`src/rtl/forward_pipe.sv`:
```
// forward_pipe: multi-stage forward register slice for a valid/ready stream
//   clk            rising-edge clock
//   rst            asynchronous active-low reset
//   flush          synchronous clear of all stages, blocks both handshakes
//   valid_f/ready_f/data_f  producer side
//   valid_b/ready_b/data_b  consumer side (registered valid and data)
//   count/full/empty        occupancy of the pipe
module forward_pipe #(
  parameter int L = 8,
  parameter int STAGES = 3,
  localparam int CW = $clog2(STAGES + 1)
) (
  input  logic          clk,
  input  logic          rst,
  input  logic          flush,
  input  logic          valid_f,
  output logic          ready_f,
  input  logic [L-1:0]  data_f,
  output logic          valid_b,
  input  logic          ready_b,
  output logic [L-1:0]  data_b,
  output logic [CW-1:0] count,
  output logic          full,
  output logic          empty
);
  logic [STAGES-1:0] v;
  logic [L-1:0]      d  [STAGES];
  logic [STAGES-1:0] go;
  logic [STAGES-1:0] sv;
  logic [L-1:0]      sd [STAGES];
  logic              in_x, out_x;
  // A stage may advance when the consumer takes a beat or any bubble sits at or after it,
  // written as a flat reduction so there is no combinational chain through go itself.
  for (genvar g = 0; g < STAGES; g++) begin : g_stage
    assign go[g] = ready_b | ~&v[STAGES-1:g];
    if (g == 0) begin : g_src_in
      assign sv[g] = valid_f;
      assign sd[g] = data_f;
    end else begin : g_src_prev
      assign sv[g] = v[g-1];
      assign sd[g] = d[g-1];
    end
  end
  assign ready_f = go[0] & ~flush;
  assign valid_b = v[STAGES-1] & ~flush;
  assign data_b  = d[STAGES-1];
  assign in_x    = valid_f & ready_f;
  assign out_x   = valid_b & ready_b;
  assign full    = count == CW'(STAGES);
  assign empty   = count == '0;
  always_ff @(posedge clk or negedge rst) begin
    if (!rst) begin
      v <= '0;
      for (int k = 0; k < STAGES; k++) d[k] <= '0;
    end else if (flush) begin
      v <= '0;
    end else begin
      for (int k = 0; k < STAGES; k++) begin
        if (go[k]) begin
          v[k] <= sv[k];
          if (sv[k]) d[k] <= sd[k];
        end
      end
    end
  end
  always_ff @(posedge clk or negedge rst) begin
    if (!rst) count <= '0;
    else if (flush) count <= '0;
    else count <= count + CW'(in_x) - CW'(out_x);
  end
endmodule

```
`config.mk`:
```
export PLATFORM = sky130hd
export DESIGN_NAME = forward_pipe
export DESIGN_NICKNAME = d
export VERILOG_FILES = /design/src/rtl/forward_pipe.sv
export SDC_FILE = /design/constraint.sdc
export NUM_CORES = 1
export LEC_CHECK = 0
export BUFFER_PORTS_ARGS = -buffer_cell sky130_fd_sc_hd__buf_4
export CORE_ASPECT_RATIO = 0.75
export CORE_MARGIN = 2
export CORE_UTILIZATION = 45
export CTS_CLUSTER_DIAMETER = 100
export DETAILED_ROUTE_END_ITERATION = 8
export GPL_TIMING_DRIVEN = 0
export PLACE_DENSITY_LB_ADDON = 0.12
export SYNTH_ARGS = -nofsm -noshare
export SYNTH_HDL_FRONTEND = slang
export SYNTH_SLANG_ARGS = --single-unit
export TNS_END_PERCENT = 30
```
`constraint.sdc`:
```
create_clock -name clk -period 2.2 [get_ports clk]
set_input_delay 0 -clock clk [delete_from_list [all_inputs] [get_ports clk]]
set_output_delay 0 -clock clk [all_outputs]
set_load 0.01 [all_outputs]
```
After elaboration in Yosys (flattened, before gate mapping) --
Index checks and enable logic that the tools add are counted.
Storage, ports and cells: bits of input ports 13, register bits after elaboration 29, word-level logic and storage cells 35
Cells by class: muxes and demuxes 5, add/subtract/negate cells 2, equal/unequal tests 1, reductions and logical operators 12, bitwise logic cells 8
Operator list (count):
- $reduce_and 3->1 | 4
- $reduce_bool 2->1 | 3
- $and 1x1->1 | 4
- $logic_not 1->1 | 3
- $mux 1 | 3
- $mux 3 | 1
- $or 1x1->1 | 3
- $add 2x1->2 | 1
- $eq 2x2->1 const B | 1
- $logic_not 2->1 | 1
- $mux 2 | 1
- $reduce_and 2->1 | 1
- $sub 2x1->2 | 1
- $not 1->1 | 1

Longest topological paths before layout --
Gate-level depths: netlist of the first run.
depth in word-level cells 8, gate-level depth with buffers 8, gate-level depth less buffers 7

Worst setup path after synthesis of the first run --
OpenSTA, ideal clock, no wires.
path type flip-flop to flip-flop, start register v[1], end register count[0], period minus slack after synthesis 1.599 ns, setup time 0.120 ns, cell stages (with the launch flop) 8, data arrival time 1.480 ns, slack 0.601 ns, path buffers 1, data required time 2.080 ns, path through dfrtp_1 -> nand4b_1 -> nand3b_1 -> buf_2 -> ha_1 -> inv_1 -> ha_1 -> and2b_2
Between the ends: word-level cells in the longest chain between the ends 8
Ends and longest elaborated chain:
- start, declared | RTL line 26 | logic [STAGES-1:0] v;
- start signal, assigned by index | RTL line 60 | v[k] <= sv[k];
- $reduce_and 3->1 | RTL line 35 | assign go[g] = ready_b | ~&v[STAGES-1:g];
- $logic_not 1->1 | RTL line 35
- $or 1x1->1 | RTL line 35
- $and 1x1->1 | RTL line 44 | assign ready_f = go[0] & ~flush;
- $and 1x1->1 | RTL line 47 | assign in_x = valid_f & ready_f;
- $add 2x1->2 | RTL line 69 | else count <= count + CW'(in_x) - CW'(out_x);
- $sub 2x1->2 | RTL line 69
- $mux 2 | RTL line 68 | else if (flush) count <= '0;
- end signal, assigned | RTL line 69
- end, declared | RTL line 22 | output logic [CW-1:0] count,
No other way between the ends. A chain may end at the register's enable or synchronous reset.

Worst setup path after layout of the first run --
Same ends and word-level chain as after synthesis.

==> out/qor.csv, run 1 <==
metric,value,unit
status,"finished, final reports clean",
power_density,958.9,mW/mm^2
clock-sinks,29,
port_buffers,25,
crit_top_cell,ha_1,
maxCapViolCount,0,
row_count,16,
cp_data_arrival_time,1.92,ns
routed_via_density,4.467,
skew,0.005450,ns
crit_fanout,9,
r2r_start,v[1],
reg2reg_setup_slack,0.44,ns
antenna_found_initial,0,
fin_nets,147,
synth_top_area_frac,0.5593,
min_path_type,input port to flip-flop,
fin_crit_sh,0.7981,
hold_start,ready_b,
clk_pin_slew,0.06,ns
grt_pass1_vias,819,
timing.rr.end,count[0],
globalplace.congestion,0.6573,
power,1.670,mW
max_slew_margin,0.7604,
path_buf_inv,2,
syn_nets,104,
start_util,0.4837,
clock.fmax,569.5,MHz
cp-start-kind,flip-flop,
critical_path_required,2.37,ns
ant_nets,0,
cts_tree,built,
drive_gt1_frac,0.5639,
cp-end-kind,flip-flop,
slowest_stage,dfrtp_1,
track_usage,0.1573,
final_cell_mix,"33 x buf_4, 29 x dfrtp_1, 16 x mux2_2, 11 x dlygate4sd3_1, 8 x mux2_4",
rsz0062_at_grt,false,
synthTopCellsByArea,"dfrtp_1 56%, mux2_2 14%, mux2_4 9.3%",
path_cells,"nand4b_1, nand3b_1, buf_2, ha_1, inv_1, ha_1, and2b_2",
grt_max_degree,30,
synth_area_per_cell,14.58,sq um
area_growth,34.23,%
dp.cells,150,
avgRoutedWirePerCell,12.20,um
io_pins,27,
finalWirelength,2.061,mm
fp.dieW,66.01,um
fin_cells,169,
drc_errors,0,
synth_area_leader_cell,dfrtp_1,
ctsResizeCount,0,
cts_made_buffers,5,
max_stage_delay,0.40,ns
ys_seq_elements,29,
drtIter0Drc,31,
synthesis.area,0.001297,sq mm
seq_area_frac_synth,0.5593,
die-height,50.50,um
cts.path.max_buffers,2,
worstMarginPinSlew,0.3594,ns
p_leak,0.8695,nW
fillers,203,
crit_type,flip-flop to flip-flop,
core,0.002683,sq mm
htreeDepth,2,
root_buffer,clkbuf_8,
synth_cells,89,
setup_viol,0,
ir_worst_vdd,0.5645,mV
hold_path_end,v[2],
clk_latency,0.28,ns
final_common_cell,buf_4,
post-route-min-period,1.756,ns
reg2reg_depth,7,
yosysWarnings,0,
critPathTopFamily,adder cells,
ys_types,19,
slew_viol_final,0,
stdcell_area,0.001742,sq mm
finalHoldViolCount,0,
grt_pass1_wl,3.629,mm
min_path_cells,4,
place_area,0.001530,sq mm
grt_overflow,0,
die_area,0.003333,sq mm
dr.pass1.iters,4,
diodes,0,
vias,755,
fin_tns_setup,0,ns
cell usage after synthesis:
| library cell | n |
|---|---|
| dfrtp_1 | 29 |
| mux2_2 | 16 |
| buf_4 | 8 |
| mux2_4 | 8 |
| nor2_1 | 5 |
| and2b_2 | 3 |
| buf_6 | 3 |
| inv_1 | 3 |
| a21oi_1 | 2 |
| and2_1 | 2 |
| ha_1 | 2 |
| a211o_2 | 1 |
| buf_2 | 1 |
| nand3b_1 | 1 |
| nand4b_1 | 1 |
| nor2b_4 | 1 |
| or3b_4 | 1 |
| xnor2_1 | 1 |
| xor2_1 | 1 |
sequential cells by signal (all words and copies together), names as in the netlist:
register,count
count,2
d,16
data_b,8
v,3
power breakdown:
group	internal, mW	switching [mW]	total (mW)
combinational	0.325	0.136	0.460
clock	0.282	0.192	0.474
sequential	0.665	0.0708	0.735
total	1.27	0.399	1.67
kinds of logic (layout without fill, tap and decap cells):
kind of cell,after synthesis,count (layout),synth area share
flip-flops,29,29,0.5593
multiplexers,24,24,0.2314
buffers and inverters,15,59,0.08486
AND/OR/NAND/NOR,14,14,0.07619
AO/OA/AOI/OAI,3,3,0.01543
adder cells (fa/ha/maj),2,2,0.01928
XOR/XNOR,2,2,0.01350
metrics by stage:
step	hold WS, ns	worst slack [ns]	utilization
6_report	0.02526	0.4442	0.6493
5_1_grt	0.02855	0.2562	0.6493
4_1_cts	0.01435	0.4432	0.6493
3_5_place_dp	-0.05421	0.4685	0.5704
3_3_place_gp	-0.05864	0.4892	0.5704
2_1_floorplan	-0.2956	0.6005	-
worst max-delay path by stage:
stage | from | to | slack (ns) | cells after the start
floorplan | v[1] | count[0] | 0.60 | 7
global placement | v[1] | count[0] | 0.49 | 7
finish | v[1] | count[0] | 0.44 | 7
CTS | v[1] | count[0] | 0.44 | 7
detailed placement | v[1] | count[0] | 0.47 | 7
global route | v[1] | count[0] | 0.26 | 7
worst register-to-register path: cells and delay by family, from the launching register on:
kind,cells,cell delay [ns]
fa+ha+maj,2,0.49
simple gates,3,0.46
flops,1,0.40
buf+inv,2,0.30
final cells by class:
type	count	area (sq um)	area share
repair buffers	36	297.8	0.1710
flip-flops and latches	29	725.7	0.4167
clock buffers	7	96.34	0.05532
inverters	3	11.26	0.006466
plain buffers	12	98.84	0.05675
clock inverters	1	5.005	0.002874
multi-input cells	45	461.7	0.2651
well taps	36	45.04	0.02586
repair_timing:
action,4_1_cts,5_1_grt
setup buffers,0,0
hold buffers,11,0
endpoints found under the hold margin,41,0
metal layers:
layer / GRT usage / vias up / wire, um
met5: 0 / - / 0
met4: 0.1020 / 0 / 39
met3: 0.06054 / 6 / 104
met2: 0.2508 / 18 / 1004
met1: 0.1757 / 357 / 913
li1: - / 374 / -
Note: power is estimated with default switching activity, not from simulation.
==> run 2, diff against run 1 <==
ABC_AREA = 1   (was default)
clock period = 1.6 ns   (was 2.2 ns; I/O delays follow)
==> run 2 against run 1 <==
Final cell count up 38%. Clock power up 35%. Non-clock buffer count up 1. Synthesized cell count up 67%. Sequential share of layout area down 2.0 points. Cell area up 5.3%. Clock-buffer cell count unchanged. Flip-flop and latch count unchanged. Worst setup slack worse by 0.33 ns. Register-to-register slack worse by 0.30 ns. Worst hold slack better by 0.023 ns. Largest power group unchanged.
==> out/qor.csv, run 2 <==
metric,value,unit
htreeDepth,2,
drive_gt1_frac,0.3231,
r2r_start,v[2],
port_buffers,25,
area_growth,33.64,%
power,2.001,mW
die_area,0.003513,sq mm
hpwlAfterDp,1.648,mm
ys_types,20,
cp_data_arrival_time,1.64,ns
worstMarginPinSlew,0.3558,ns
hold_path_end,v[0],
cts_tree,built,
vias,1056,
fin_nets,209,
finalHoldViolCount,0,
ant_nets,0,
timing.rr.end,count[0],
p_leak,0.9771,nW
row_count,17,
track_usage,0.1632,
grt_max_degree,30,
synth_area_leader_cell,dfrtp_1,
whs,0.04784,ns
post-place-ws,0.06379,ns
rsz0062_at_grt,false,
postLayoutCoreUtil,0.6295,
finalWirelength,2.350,mm
top_register,d,
synth_area_per_cell,9.212,sq um
synth_top_area_frac,0.5287,
die-height,51.83,um
min_path_cells,3,
dp.cells,212,
globalplace.congestion,0.7377,
setup_viol,0,
synth_edf_count,0,
reg2reg_depth,7,
fin_cells,233,
clock.fmax,673.7,MHz
grt_pass1_wl,4.064,mm
reg2reg_setup_slack,0.14,ns
synthTopCellsByArea,"dfrtp_1 53%, nand2_1 13%, nand3_1 6.2%",
fin_ws,0.1157,ns
min_path_type,input port to flip-flop,
ys.flop_type,dfrtp_1,
fp.dieW,67.77,um
cp-start-kind,input port,
syn_nets,164,
status,"finished, final reports clean",
maxCapViolCount,0,
post-route-min-period,1.484,ns
clk_pin_slew,0.06,ns
synth_commonest_cells,"48 x nand2_1, 29 x dfrtp_1, 17 x inv_1, 17 x nand3_1",
drtIter0Drc,50,
ys_seq_elements,29,
synth_most_common_cell,nand2_1,
clock-sinks,29,
synthesis.area,0.001373,sq mm
grt_pass1_vias,899,
final_common_cell,nand2_1,
fin_crit_sh,0.9277,
drc_errors,0,
start_util,0.4710,
root_buffer,clkbuf_8,
crit_fanout,10,
avgRoutedWirePerCell,10.09,um
hold_start,valid_f,
grt_overflow,0,
final_cell_mix,"48 x nand2_1, 36 x buf_4, 27 x dfrtp_1, 17 x inv_1, 17 x nand3_1",
power_density,1091,mW/mm^2
fillers,251,
dr.pass1.iters,4,
critical_path_required,1.76,ns
antenna_found_initial,0,
routed_via_density,4.532,
seq_area_frac_synth,0.5287,
stdcell_area,0.001834,sq mm
cts_made_buffers,5,
place_area,0.001608,sq mm
crit_type,input port to flip-flop,
core,0.002914,sq mm
diodes,0,
synth_cells,149,
max_slew_margin,0.7628,
synthArstFlopShare,1.000,
fin_tns_setup,0,ns
skew,0.003512,ns
startpoint,flush,
largest_reg_flops,16,
cts.path.max_buffers,2,
io_pins,27,
cp-end-kind,flip-flop,
ir_worst_vdd,0.6291,mV
clk_latency,0.27,ns
slew_viol_final,0,
yosysWarnings,0,
[run 2: changes by cell type in the layout (fill, tap and decap cells not counted), moves of 8 or more]
| cell | change |
|---|---|
| nand2_1 | +48 |
| mux2_2 | -16 |
| mux2_4 | -8 |
| nand3_1 | +17 |
| inv_1 | +14 |
| o21ai_2 | +8 |
[run 2: final cells by class]
class                      count  area (sq um)  area share
buffer                        11         91.34     0.04980
clock buffer                   7         96.34     0.05252
clock inverter                 1         5.005    0.002729
inverter                      18         67.56     0.03683
multi-input combinational     91         488.0      0.2660
sequential                    29         728.2      0.3970
tap                           38         47.55     0.02592
timing repair buffer          38         310.3      0.1692
[run 2: report_power, final]
group          internal [mW]  switching, mW  leakage, nW
Clock                  0.388          0.250       0.0542
Combinational          0.244          0.197        0.552
Sequential             0.855         0.0683        0.371
[run 2: repair_timing]
action	4_1_cts	5_1_grt
setup buffers	0	3
endpoints found under the hold margin	40	0
gates resized for setup	0	2
hold buffers	10	0
setup endpoints to repair	0	2
[run 2: how the worst max path moves through the flow]
stage                to  slack (ns)  cells past startpoint
2_1_floorplan  count[0]        0.18                      7
3_3_place_gp   count[0]        0.08                      7
3_5_place_dp   count[0]        0.06                      7
4_1_cts        count[0]        0.01                      9
5_1_grt        count[1]        0.03                      8
6_report       count[0]        0.12                      9
[run 2: cell families after synthesis]
family / synth area share
AND/OR/NAND/NOR: 0.2753
flip-flops: 0.5287
AO/OA/AOI/OAI: 0.06199
adder cells (fa/ha/maj): 0.01823
buffers and inverters: 0.1158
[run 2: layer usage]
layer,vias to the layer above,part of all wire,routed length (um),GRT usage
li1,549,-,-,-
met3,4,0.051,120,0.07143
met5,-,0,0,0
met4,0,0.0098,23,0.06000
met1,477,0.47,1106,0.2059
met2,26,0.47,1099,0.2484
[run 2: worst max-delay path, cell delays in order]
cell,delay (ns)
dlygate4sd3_1,0.55
buf_6,0.16
nor2_4,0.15
nand2_4,0.11
ha_1,0.29
inv_1,0.04
ha_1,0.26
inv_1,0.05
nor2_1,0.03
